**config.mk**
```make
export PLATFORM = sky130hd
export DESIGN_NAME = regfile_arbiter
export DESIGN_NICKNAME = d
export VERILOG_FILES = /design/src/rtl/regfile_arbiter.sv
export SDC_FILE = /design/constraint.sdc
export NUM_CORES = 1
export LEC_CHECK = 0
export CAP_MARGIN = 20
export CORE_MARGIN = 2
export CORE_UTILIZATION = 35
export CTS_BUF_LIST = sky130_fd_sc_hd__clkbuf_2 sky130_fd_sc_hd__clkbuf_4 sky130_fd_sc_hd__clkbuf_8
export DETAILED_ROUTE_END_ITERATION = 7
export MAX_ROUTING_LAYER = met4
export PLACE_DENSITY = 0.81
export SETUP_SLACK_MARGIN = 0.4
export SYNTH_ARGS = -nofsm -noshare
export SYNTH_HDL_FRONTEND = slang
export SYNTH_SLANG_ARGS = --single-unit
```
**constraint.sdc**
```tcl
create_clock -name clock -period 3.4 [get_ports clock]
set_clock_uncertainty 0.05 [all_clocks]
set_input_delay 0.68 -clock clock [delete_from_list [all_inputs] [get_ports clock]]
set_output_delay 0.68 -clock clock [all_outputs]
set_load 0.02 [all_outputs]
```
**src/rtl/regfile_arbiter.sv**
```systemverilog
// -----------------------------------------------------------------------------
// regfile_arbiter
//   Shares one 8-entry register file between requester A (core execute) and
//   requester B (debug/loader). Each accepted request is turned into exactly
//   one cycle of get/set/reset enables on the register file. The result goes
//   back on a per-requester valid/ready response channel. After every reset
//   the block clears the whole file once before it accepts any request.
//
//   Optional build macro:
//     REGFILE_ARB_FIXED_PRIORITY_EN  - when defined, A always wins a tie (B can
//                                      starve). When undefined, ties alternate
//                                      round-robin, and A wins the first tie
//                                      after reset.
// -----------------------------------------------------------------------------
module regfile_arbiter #(
    parameter int WORD_SIZE     = 16,
    parameter int REG_ADDR_SIZE = 3,
    parameter int REG_NUM       = 8
) (
    input  logic                     clock,
    input  logic                     reset_n,

    input  logic                     a_req_valid,
    output logic                     a_req_ready,
    input  logic [1:0]               a_req_op,
    input  logic [REG_ADDR_SIZE-1:0] a_req_num1,
    input  logic [REG_ADDR_SIZE-1:0] a_req_num2,
    input  logic [WORD_SIZE-1:0]     a_req_wdata,
    output logic                     a_resp_valid,
    input  logic                     a_resp_ready,
    output logic [WORD_SIZE-1:0]     a_resp_rdata1,
    output logic [WORD_SIZE-1:0]     a_resp_rdata2,

    input  logic                     b_req_valid,
    output logic                     b_req_ready,
    input  logic [1:0]               b_req_op,
    input  logic [REG_ADDR_SIZE-1:0] b_req_num1,
    input  logic [REG_ADDR_SIZE-1:0] b_req_num2,
    input  logic [WORD_SIZE-1:0]     b_req_wdata,
    output logic                     b_resp_valid,
    input  logic                     b_resp_ready,
    output logic [WORD_SIZE-1:0]     b_resp_rdata1,
    output logic [WORD_SIZE-1:0]     b_resp_rdata2,

    output logic [REG_ADDR_SIZE-1:0] rf_num1,
    output logic [REG_ADDR_SIZE-1:0] rf_num2,
    output logic [WORD_SIZE-1:0]     rf_set_val,
    output logic                     rf_get_enable,
    output logic                     rf_set_enable,
    output logic                     rf_reset_enable,
    input  logic [WORD_SIZE-1:0]     rf_out1,
    input  logic [WORD_SIZE-1:0]     rf_out2,

    output logic                     busy
);

    typedef enum logic [1:0] {
        INIT_CLR,
        IDLE,
        RD_CAP,
        RESP
    } state_t;

    localparam logic [1:0] OP_READ  = 2'b00;
    localparam logic [1:0] OP_WRITE = 2'b01;
    localparam logic [1:0] OP_CLEAR = 2'b10;

    // The index width must be able to address every register.
    if (REG_NUM > (1 << REG_ADDR_SIZE)) begin : g_bad_config
        $error("regfile_arbiter: REG_ADDR_SIZE too small for REG_NUM");
    end

    state_t                 state;
    logic                   serve_b;        // requester owning the current op
    logic                   a_resp_valid_q;
    logic                   b_resp_valid_q;
    logic [WORD_SIZE-1:0]   rdata1;
    logic [WORD_SIZE-1:0]   rdata2;

    logic                   a_wins_tie;
    logic                   grant_a;
    logic                   grant_b;
    logic                   any_grant;

    logic [1:0]             sel_op;
    logic [REG_ADDR_SIZE-1:0] sel_num1;
    logic [REG_ADDR_SIZE-1:0] sel_num2;
    logic [WORD_SIZE-1:0]   sel_wdata;

`ifdef REGFILE_ARB_FIXED_PRIORITY_EN
    assign a_wins_tie = 1'b1;
`else
    logic                   last_grant_b;   // 1 when B was granted most recently
    assign a_wins_tie = last_grant_b;
`endif

    // Grants are only given in IDLE, so nothing is accepted while an op is in
    // flight or while the post-reset clear is running.
    assign grant_a   = (state == IDLE) && a_req_valid && (!b_req_valid || a_wins_tie);
    assign grant_b   = (state == IDLE) && b_req_valid && !grant_a;
    assign any_grant = grant_a || grant_b;

    assign a_req_ready = grant_a;
    assign b_req_ready = grant_b;
    assign busy        = (state != IDLE);

    assign a_resp_valid  = a_resp_valid_q;
    assign b_resp_valid  = b_resp_valid_q;
    assign a_resp_rdata1 = rdata1;
    assign a_resp_rdata2 = rdata2;
    assign b_resp_rdata1 = rdata1;
    assign b_resp_rdata2 = rdata2;

    // Select the fields of whichever request is being granted.
    always_comb begin
        // NOTE: every output of a combinational block gets a default first, so
        // no path leaves it unassigned and no latch is inferred.
        sel_op    = a_req_op;
        sel_num1  = a_req_num1;
        sel_num2  = a_req_num2;
        sel_wdata = a_req_wdata;
        if (grant_b) begin
            sel_op    = b_req_op;
            sel_num1  = b_req_num1;
            sel_num2  = b_req_num2;
            sel_wdata = b_req_wdata;
        end
    end

    // Drive the register file in the accept cycle only; at most one enable.
    always_comb begin
        rf_num1         = '0;
        rf_num2         = '0;
        rf_set_val      = '0;
        rf_get_enable   = 1'b0;
        rf_set_enable   = 1'b0;
        rf_reset_enable = 1'b0;
        if (any_grant) begin
            case (sel_op)
                OP_READ: begin
                    rf_get_enable = 1'b1;
                    rf_num1       = sel_num1;
                    rf_num2       = sel_num2;
                end
                OP_WRITE: begin
                    rf_set_enable = 1'b1;
                    rf_num1       = sel_num1;
                    rf_set_val    = sel_wdata;
                end
                OP_CLEAR: rf_reset_enable = 1'b1;
                default:  ;
            endcase
        end
        // The post-reset clear is qualified by reset_n, so it does not fire
        // while reset is still held. It fires once, in the cycle after release.
        if ((state == INIT_CLR) && reset_n) begin
            rf_reset_enable = 1'b1;
        end
    end

    // Sequencer: accept, optional read capture, then hold the response.
    always_ff @(posedge clock or negedge reset_n) begin
        if (!reset_n) begin
            // NOTE: state is updated with non-blocking assignments, so every
            // register here samples the values from before the edge.
            state          <= INIT_CLR;
            serve_b        <= 1'b0;
            a_resp_valid_q <= 1'b0;
            b_resp_valid_q <= 1'b0;
            rdata1         <= '0;
            rdata2         <= '0;
`ifndef REGFILE_ARB_FIXED_PRIORITY_EN
            last_grant_b   <= 1'b1;
`endif
        end else begin
            case (state)
                INIT_CLR: state <= IDLE;
                IDLE: begin
                    if (any_grant) begin
                        serve_b <= grant_b;
`ifndef REGFILE_ARB_FIXED_PRIORITY_EN
                        last_grant_b <= grant_b;
`endif
                        if (sel_op == OP_READ) begin
                            state <= RD_CAP;
                        end else begin
                            state          <= RESP;
                            rdata1         <= '0;
                            rdata2         <= '0;
                            a_resp_valid_q <= grant_a;
                            b_resp_valid_q <= grant_b;
                        end
                    end
                end
                RD_CAP: begin
                    // The register file presents read data one cycle after get.
                    state          <= RESP;
                    rdata1         <= rf_out1;
                    rdata2         <= rf_out2;
                    a_resp_valid_q <= !serve_b;
                    b_resp_valid_q <= serve_b;
                end
                RESP: begin
                    if ((a_resp_valid_q && a_resp_ready) ||
                        (b_resp_valid_q && b_resp_ready)) begin
                        state          <= IDLE;
                        a_resp_valid_q <= 1'b0;
                        b_resp_valid_q <= 1'b0;
                    end
                end
                default: state <= INIT_CLR;
            endcase
        end
    end

endmodule

```
* Word level (Yosys, flattened, before mapping)
Cells that the tools add are included.
** Storage, ports and cells
- Flip-flop bits (word level) :: 38
- Bits of input ports :: 86
- Logic and storage cells :: 70
** Operators by class
- Eq/ne operators :: 9
- Multiplexer cells :: 32
- Reduce and logical (&&, ||, !) cells :: 22
** Operators with widths (count)
- 16-bit two-way mux :: 5
- 16-bit one-hot mux with 2 select lines :: 2
- 3-bit two-way mux :: 6
- 1-bit two-way mux :: 13
- 2-bit one-hot mux with 4 select lines :: 1
- 1-bit logical AND :: 7
- 2-bit equality test (second input constant) :: 3
- 2-bit two-way mux :: 3
- 2-bit != test (second input constant) :: 3
- 1-bit one-hot mux with 3 select lines :: 2
- 2-bit by 1-bit equality test with 1-bit output (second input constant) :: 2
- 2-bit zero test :: 2
- 2-bit AND reduction :: 2
- 4-bit AND reduction :: 1
- 1-bit zero test :: 3
- 1-bit logical OR :: 3
- 3-bit AND reduction :: 1
- 3-bit nonzero test :: 1
- 2-bit by 1-bit != test with 1-bit output (second input constant) :: 1
- 2-bit nonzero test :: 1
- 2-bit OR reduction :: 1

* Logic depth before layout (Yosys ltp)
Gate-level depths: netlist (run 1).
- Depth after elaboration :: 10
- Mapped depth :: 8
- Mapped depth without buffers :: 6

* Worst setup path after synthesis (run 1)
Ideal clock, no wire load.
- Kind :: flip-flop to output port
- Start point :: reg state[1]
- End point :: out rf_set_val[10]
- Arrival :: 1.857 ns
- Required time :: 2.670 ns
- Slack :: 0.813 ns
- Cell stages (with the launch flop) :: 9
- Cell sequence :: dfrtp_1 -> inv_1 -> ha_1 -> buf_2 -> nand2_1 -> inv_2 -> buf_2 -> nand2_1 -> a21oi_1
** On the way
- Longest elaborated chain between the ends :: 9
- Elaborated cells between the ends (all ways) :: 12
- Classes of those cells :: eq/ne (2); mux (4); reduce/logical (6)
** RTL lines
- start, declared :: RTL line 73 : state_t state;
- start signal, assigned :: RTL line 166 : state <= INIT_CLR;
- start signal, assigned :: RTL line 177 : INIT_CLR: state <= IDLE;
- start signal, assigned :: RTL line 185 : state <= RD_CAP;
- 2-bit by 1-bit equality test with 1-bit output (*) :: RTL line 99, 100
- 1-bit logical AND (2 in a row) :: RTL line 99 : assign grant_a = (state == IDLE) && a_req_valid && (!b_req_valid || a_wins_tie);
- 1-bit zero test :: RTL line 100 : assign grant_b = (state == IDLE) && b_req_valid && !grant_a;
- 1-bit logical AND (*) :: RTL line 100
- net b_req_ready :: RTL line 35 : output logic b_req_ready,
- 2-bit two-way mux :: RTL line 122 : if (grant_b) begin
- 2-bit by 1-bit equality test with 1-bit output :: RTL line 139 : case (sel_op)
- 16-bit two-way mux :: RTL line 139
- 16-bit two-way mux (*) :: RTL line 138 : if (any_grant) begin
- end, declared :: RTL line 47 : output logic [WORD_SIZE-1:0] rf_set_val,
The timed path passes the listed nets; every way through them passes the cells marked *.

* Worst setup path in the final report (run 1)
- Start point :: in a_req_op[0]
- End point :: out rf_set_val[2]
** On the way
- Longest elaborated chain between the ends :: 4
** RTL lines
- start, declared :: RTL line 25 : input logic [1:0] a_req_op,
- 2-bit two-way mux :: RTL line 122
- 2-bit by 1-bit equality test with 1-bit output :: RTL line 139
- 16-bit two-way mux :: RTL line 139
- 16-bit two-way mux :: RTL line 138
No other way between the ends.

==> results of run 1 <==
-- state kept, by name, indices dropped and copies added (netlist names) --
register,cells
a_resp_valid,1
state,2
b_resp_valid,1
serve_b,1
a_resp_rdata2,16
a_resp_rdata1,16
a_wins_tie,1
-- path summary, 6_finish.rpt --
path,start,endpoint,slack [ns],depth (start not counted)
hold / removal,reset_n,a_resp_rdata2[15],0.43,2
setup / recovery,a_req_op[0],rf_set_val[2],0.52,7
hold reg to reg,a_wins_tie,a_wins_tie,0.45,2
min in group clock,a_wins_tie,a_wins_tie,0.45,2
setup reg to reg,state[1],a_resp_rdata2[9],0.62,8
max in group asynchronous,reset_n,a_wins_tie,2.50,2
-- area by class of cell --
cell class	count	area (um^2)	area share, %
timing repair buffer	198	1920	43.7
multi-input combinational	172	1110	25.4
sequential	38	952	21.7
inverter	45	169	3.85
tap	99	124	2.82
clock buffer	6	82.6	1.88
clock inverter	1	30.0	0.684
-- report_power, final --
| part | internal (uW) | switching (uW) | leakage (uW) |
|---|---|---|---|
| registers | 674 | 194 | 0.000509 |
| logic | 1210 | 1280 | 0.00140 |
| clock network | 235 | 154 | 0.0000573 |
-- per-layer routing --
layer | routed length (um) | part of all wire, %
met5 | 0 | 0
met4 | 98 | 1.2
met3 | 709 | 8.9
met2 | 4200 | 52
met1 | 3000 | 37
-- cells in the final DEF, fill, tap and decap left out, drive strengths merged, types with 2 or more instances in the layout --
cell type,instances
dlymetal6s2s,2
clkbuf,9
clkdlybuf4s15,4
inv,45
o21ai,3
mux2,2
nor4,2
ha,5
dlygate4sd2,2
mux2i,34
and3,2
buf,38
nand2,83
dfrtp,37
clkdlybuf4s50,149
a21oi,25
-- through the flow --
step / TNS [ns] / utilization (%) / hold slack, ns / instance area, um^2 / setup WS, ns
4_1_cts: 0 / 60.4 / 0.443 / 4310 / 0.319
2_1_floorplan: 0 / - / 0.334 / 2530 / 0.813
5_1_grt: 0 / 61.5 / 0.468 / 4390 / 0.400
6_report: 0 / 61.5 / 0.433 / 4390 / 0.518
3_3_place_gp: -0.210 / 59.9 / 0.436 / 4270 / -0.0727
3_5_place_dp: -0.752 / 59.9 / 0.445 / 4270 / -0.123
-- critical path: cells and delay by family --
family | cells | cell delay, ns
buf+inv | 4 | 0.94
compound gates | 3 | 0.53
-- kinds of logic (layout without fill, tap and decap cells) --
group / count (synthesis) / count (layout) / synth area share (%)
and+or+nand+nor: 91 / 91 / 14.9
buffers and inverters: 90 / 250 / 19.6
AOI/OAI and AO/OA: 40 / 40 / 11.2
DFF: 38 / 38 / 37.6
muxes: 36 / 36 / 14.3
adders and majority gates: 5 / 5 / 2.47
-- timing repair --
item,in CTS,in global routing
buffers inserted,0,1
pin swaps,1,1
hold buffers,0,0
cloned,0,2
endpoints found under the setup margin,27,26
gates resized for setup,95,13
hold endpoints to repair,0,0
==> results.tsv, run 1 <==
metric	value	unit
status	finished clean	
number of flops mapped to enable cells by yosys	0	
Ys Warns	0	
FILL cells	642	
Syn Inst Count	300	
Routed Antenna Nets	0	
Crit Path Max Fanout	8	
Clock Latency Late Sink	0.27	ns
area of the die	0.00794	mm^2
GRT met3 Usage	3.97	%
placed cells	549	
nets@finish	551	
top post-synthesis cells by count	83 x nand2_1, 43 x inv_1, 37 x dfrtp_1, 34 x mux2i_1, 32 x buf_4	
Final setup viols	0	
Synthesized Nets	391	
core box area	0.00714	mm^2
GRT Overall Usage	18.6	%
Num CTS Buffers	5	
Routability Congestion	0.946	
final std cells w/o fill	559	
row cnt	31	
DR vias	2580	
DRT iter0 DRCs	32	
Yosys cell types	35	
max_cap viols	0	
DRC violations left	0	
IO Count	180	
synthesized area	0.00253	mm^2
clock sinks	38	
DP HPWL	6.18	mm
ranking of synthesized cells by area	dfrtp_1 37%, mux2i_1 13%, nand2_1 12%	
critical path required time	2.67	ns
max frequency	347	MHz
RSZ-0062 raised after global routing	false	
CP Launch Type	primary input	
leak pwr	0.00196	uW
Worst path max stage delay	0.49	ns
CTS H-tree lvls	2	
layout cell share with drive strength beyond 1	15.2	%
Final Hold Viols	0	
Slew Viols, Final	0	
Syn Area/Cell	8.45	um^2
Synth async-reset ratio	100	%
Final period util	84.8	%
DR pass1 iterations	4	
Tmin final	2.88	ns
critical path data arrival time	2.15	ns
vias in the first global route	2431	
WS Path Type	in2out	
Port-buffer cells	179	
clock root cell	clkbuf_8	
total gr overflow	0	
Yosys top cell by area	dfrtp_1	
Post-Route WL	8.01	mm
post-synthesis register bit count	38	
Worst-Margin Slew	1.01	ns
count leader, synth	nand2_1	
met2 Use GR	34.8	%
Reg clk slew, reported paths	0.08	ns
Clock Tree Buf Depth	2	
TritonCTS clock tree	built	
Tot Pwr	3750	uW
Die Ht	89.1	um
GR Util met1	20.2	%
Critical-path top delay cell	clkdlybuf4s50_1	
wire length per cell	14.3	um
Die W	89.1	um
Synth top area share	36.5	%
area grow syn2layout	73.1	%
Crit. End Element	primary output	
global-route wire length before repair	11.4	mm
Main synth FF type	dfrtp_1	
worst min path class	in2async	
via/cell ratio	4.62	
Pwr Density	854	mW/mm^2
Initial Utilization	35.5	%
largest net degree at the start of global routing	39	
Rel. slew slack	32.7	%
critical path, cell by cell	clkdlybuf4s50_1 > inv_1 > a21oi_1 > o211ai_4 > clkbuf_16 > a21oi_2 > buf_2	
register area share after synthesis	37.6	%
GRT Max-Usage Layer	met2	
initial antenna violation count	0	
Peak VDD IR	0.489	mV
n_diodes	0	
Power figures use the tool's default switching activity.
==> run 2, diff against run 1 <==
clock period = 2.8 ns   (was 3.4 ns; I/O delays follow)
==> run 2 against run 1 <==
Against the previous run:
- wire length rose by 0.39%
- worst setup slack worse by 0.14 ns
- utilization grew 2.7 points
- first-iteration DRC count increased to 3.3 times the previous value
- via count grew 0.85%
- die area is the same
- flip-flop and latch count unchanged
- global-route usage rose by 0.42 points
- sequential power up 20%
- final cell count grew 2.9%
- clock-buffer cell count unchanged
==> results.tsv, run 2 (synthesis gave the netlist of run 1 again) <==
metric	value	unit	change
Worst-Margin Slew	0.493	ns	was 1.01 ns
row cnt	31		unchanged
DP HPWL	6.12	mm	was 6.18 mm
most frequent cells in the layout	145 x clkdlybuf4s50_1, 83 x nand2_1, 41 x inv_1, 40 x buf_4, 37 x dfrtp_1		was 149 x clkdlybuf4s50_1, 83 x nand2_1, 43 x inv_1, 37 x dfrtp_1, 34 x mux2i_1
Final setup viols	0		unchanged
Clock Tree Buf Depth	2		unchanged
WS Path Type	reg2out		was in2out
Tmin final	2.42	ns	
reg2reg start	state[1]		unchanged
area grow syn2layout	80.8	%	was 73.1%
Pwr Density	1020	mW/mm^2	was 854 mW/mm^2
CTS H-tree lvls	2		unchanged
RSZ-0062 raised after global routing	true		was false
Slew Viols, Final	0		unchanged
nets@finish	564		was 551
clock root cell	clkbuf_8		unchanged
Final Hold Viols	0		unchanged
CP dominant cell by count	inv_2		
Crit. End Element	primary output		unchanged
setup ws final	0.376	ns	was 0.518 ns
DRC violations left	0		unchanged
Place WS	-0.431	ns	was -0.123 ns
Reg clk slew, reported paths	0.08	ns	about the same
Rel. slew slack	67.1	%	was 32.7%
DRT iter0 DRCs	106		was 32
DP Area	0.00437	mm^2	was 0.00427 mm^2
Die W	89.1	um	unchanged
leak pwr	0.00201	uW	was 0.00196 uW
critical path required time	2.19	ns	was 2.67 ns
via/cell ratio	4.53		was 4.62
worst min path class	in2async		unchanged
initial antenna violation count	2		was 0
global-route wire length before repair	11.5	mm	was 11.4 mm
Die Ht	89.1	um	unchanged
RR Endpoint	a_resp_rdata1[15]		was a_resp_rdata2[9]
Crit Path Max Fanout	8		unchanged
status	finished clean		unchanged
most common cell after layout, fill and taps aside	clkdlybuf4s50_1		unchanged
setup slack, reg-to-reg	0.86	ns	was 0.62 ns
vias in the first global route	2625		was 2431
clock sinks	38		unchanged
Num CTS Buffers	5		unchanged
Routability Congestion	0.775		was 0.946
worst r2r path cells	7		was 8
wire length per cell	14.0	um	was 14.3 um
Port-buffer cells	179		unchanged
layout cell share with drive strength beyond 1	22.4	%	was 15.2%
Post-Route WL	8.04	mm	was 8.01 mm
TritonCTS clock tree	built		unchanged
IO Count	180		unchanged
fin area	0.00458	mm^2	was 0.00439 mm^2
DR pass1 iterations	4		unchanged
Peak VDD IR	0.602	mV	was 0.489 mV
total gr overflow	0		unchanged
area of the die	0.00794	mm^2	unchanged
critical path data arrival time	1.81	ns	was 2.15 ns
Initial Utilization	35.5	%	unchanged
Worst path max stage delay	0.40	ns	was 0.49 ns
max frequency	413	MHz	
GRT Overall Usage	19.0	%	was 18.6%
Clock Latency Late Sink	0.28	ns	was 0.27 ns
FILL cells	623		was 642
largest net degree at the start of global routing	39		unchanged
max_cap viols	0		unchanged
DR vias	2602		was 2580
Final period util	86.6	%	
Routed Antenna Nets	0		unchanged
CP Launch Type	register		was primary input
critical path, cell by cell	inv_2 > ha_4 > inv_2 > o21ai_2 > nand4b_1 > a21oi_2 > buf_4		was clkdlybuf4s50_1 > inv_1 > a21oi_1 > o211ai_4 > clkbuf_16 > a21oi_2 > buf_2
Critical-path top delay cell	dfrtp_1		was clkdlybuf4s50_1
core box area	0.00714	mm^2	unchanged
[run 2: changes by cell type in the layout (fill, tap and decap cells not counted), moves of 4 or more]
| cell | delta |
|---|---|
| clkdlybuf4s15_2 | -4 |
| a21oi_2 | +16 |
| a21oi_1 | -17 |
| buf_4 | +21 |
| buf_6 | +8 |
| clkdlybuf4s50_1 | -4 |
| buf_2 | -9 |
| dlygate4sd2_1 | +4 |
[run 2: power breakdown]
group | switching (uW) | internal [uW]
Sequential | 219 | 818
Clock | 197 | 198
Combinational | 1640 | 1600
[run 2: through the flow]
| step | power [uW] | TNS [ns] | instances | util, % | hold WS [ns] |
|---|---|---|---|---|---|
| after CTS | 4660 | 0 | 570 | 63.3 | 0.297 |
| after global placement | 4100 | -7.77 | 556 | 61.3 | 0.433 |
| after detailed placement | 4170 | -9.24 | 556 | 61.3 | 0.447 |
| after global routing | 4970 | 0 | 575 | 64.2 | 0.317 |
| after floorplan | 2990 | 0 | 300 | - | 0.214 |
| final | 4670 | 0 | 575 | 64.2 | 0.288 |
[run 2: worst max-delay path by stage]
stage | start | to | slack [ns] | cells after the start
6_report | state[1] | rf_num2[0] | 0.38 | 7
5_1_grt | state[1] | rf_set_val[5] | 0.30 | 8
4_1_cts | a_wins_tie | rf_num2[0] | 0.34 | 5
3_5_place_dp | b_req_valid | rf_num2[0] | -0.43 | 6
3_3_place_gp | b_req_valid | rf_num2[0] | -0.34 | 6
2_1_floorplan | state[1] | rf_num1[0] | 0.41 | 8
[run 2: timing repair]
item | CTS | global route
resized for setup | 154 | 13
pin swaps | 5 | 4
setup buffers | 5 | 3
cloned | 1 | 0
endpoints found under the setup margin | 28 | 25
hold buffers | 0 | 0
[run 2: layout make-up]
type                            instances  area, um^2  area share (%)
Timing Repair Buffer                  211        2040            44.5
Clock buffer                            6        82.6            1.80
Antenna cell                            2        5.00           0.109
Multi-Input combinational cell        172        1200            26.2
Inverter                               45         169            3.69
Sequential cell                        38         952            20.8
Clock inverter                          2        12.5           0.273
Tap cell                               99         124            2.70
[run 2: critical path: cells and delay by family, from the launching register on]
kind	cells	cell delay [ns]
AND/OR/NAND/NOR	1	0.25
AO/OA/AOI/OAI	2	0.36
flip-flops	1	0.40
adder cells (fa/ha/maj)	1	0.19
buffers and inverters	3	0.34
[run 2: routing by layer]
layer / part of all wire [%] / vias to the layer above / global-route usage (%)
met4: 0.36 / 0 / 3.53
met1: 36 / 1229 / 18.4
met3: 8.8 / 4 / 4.71
met2: 55 / 102 / 37.8
li1: - / 1267 / -
met5: 0 / - / -
==> run 3, diff against run 2 <==
SLEW_MARGIN = 10   (was not set)
==> results of run 3 <==
No change in the layout: final DEF, timing and power equal those of run 2.
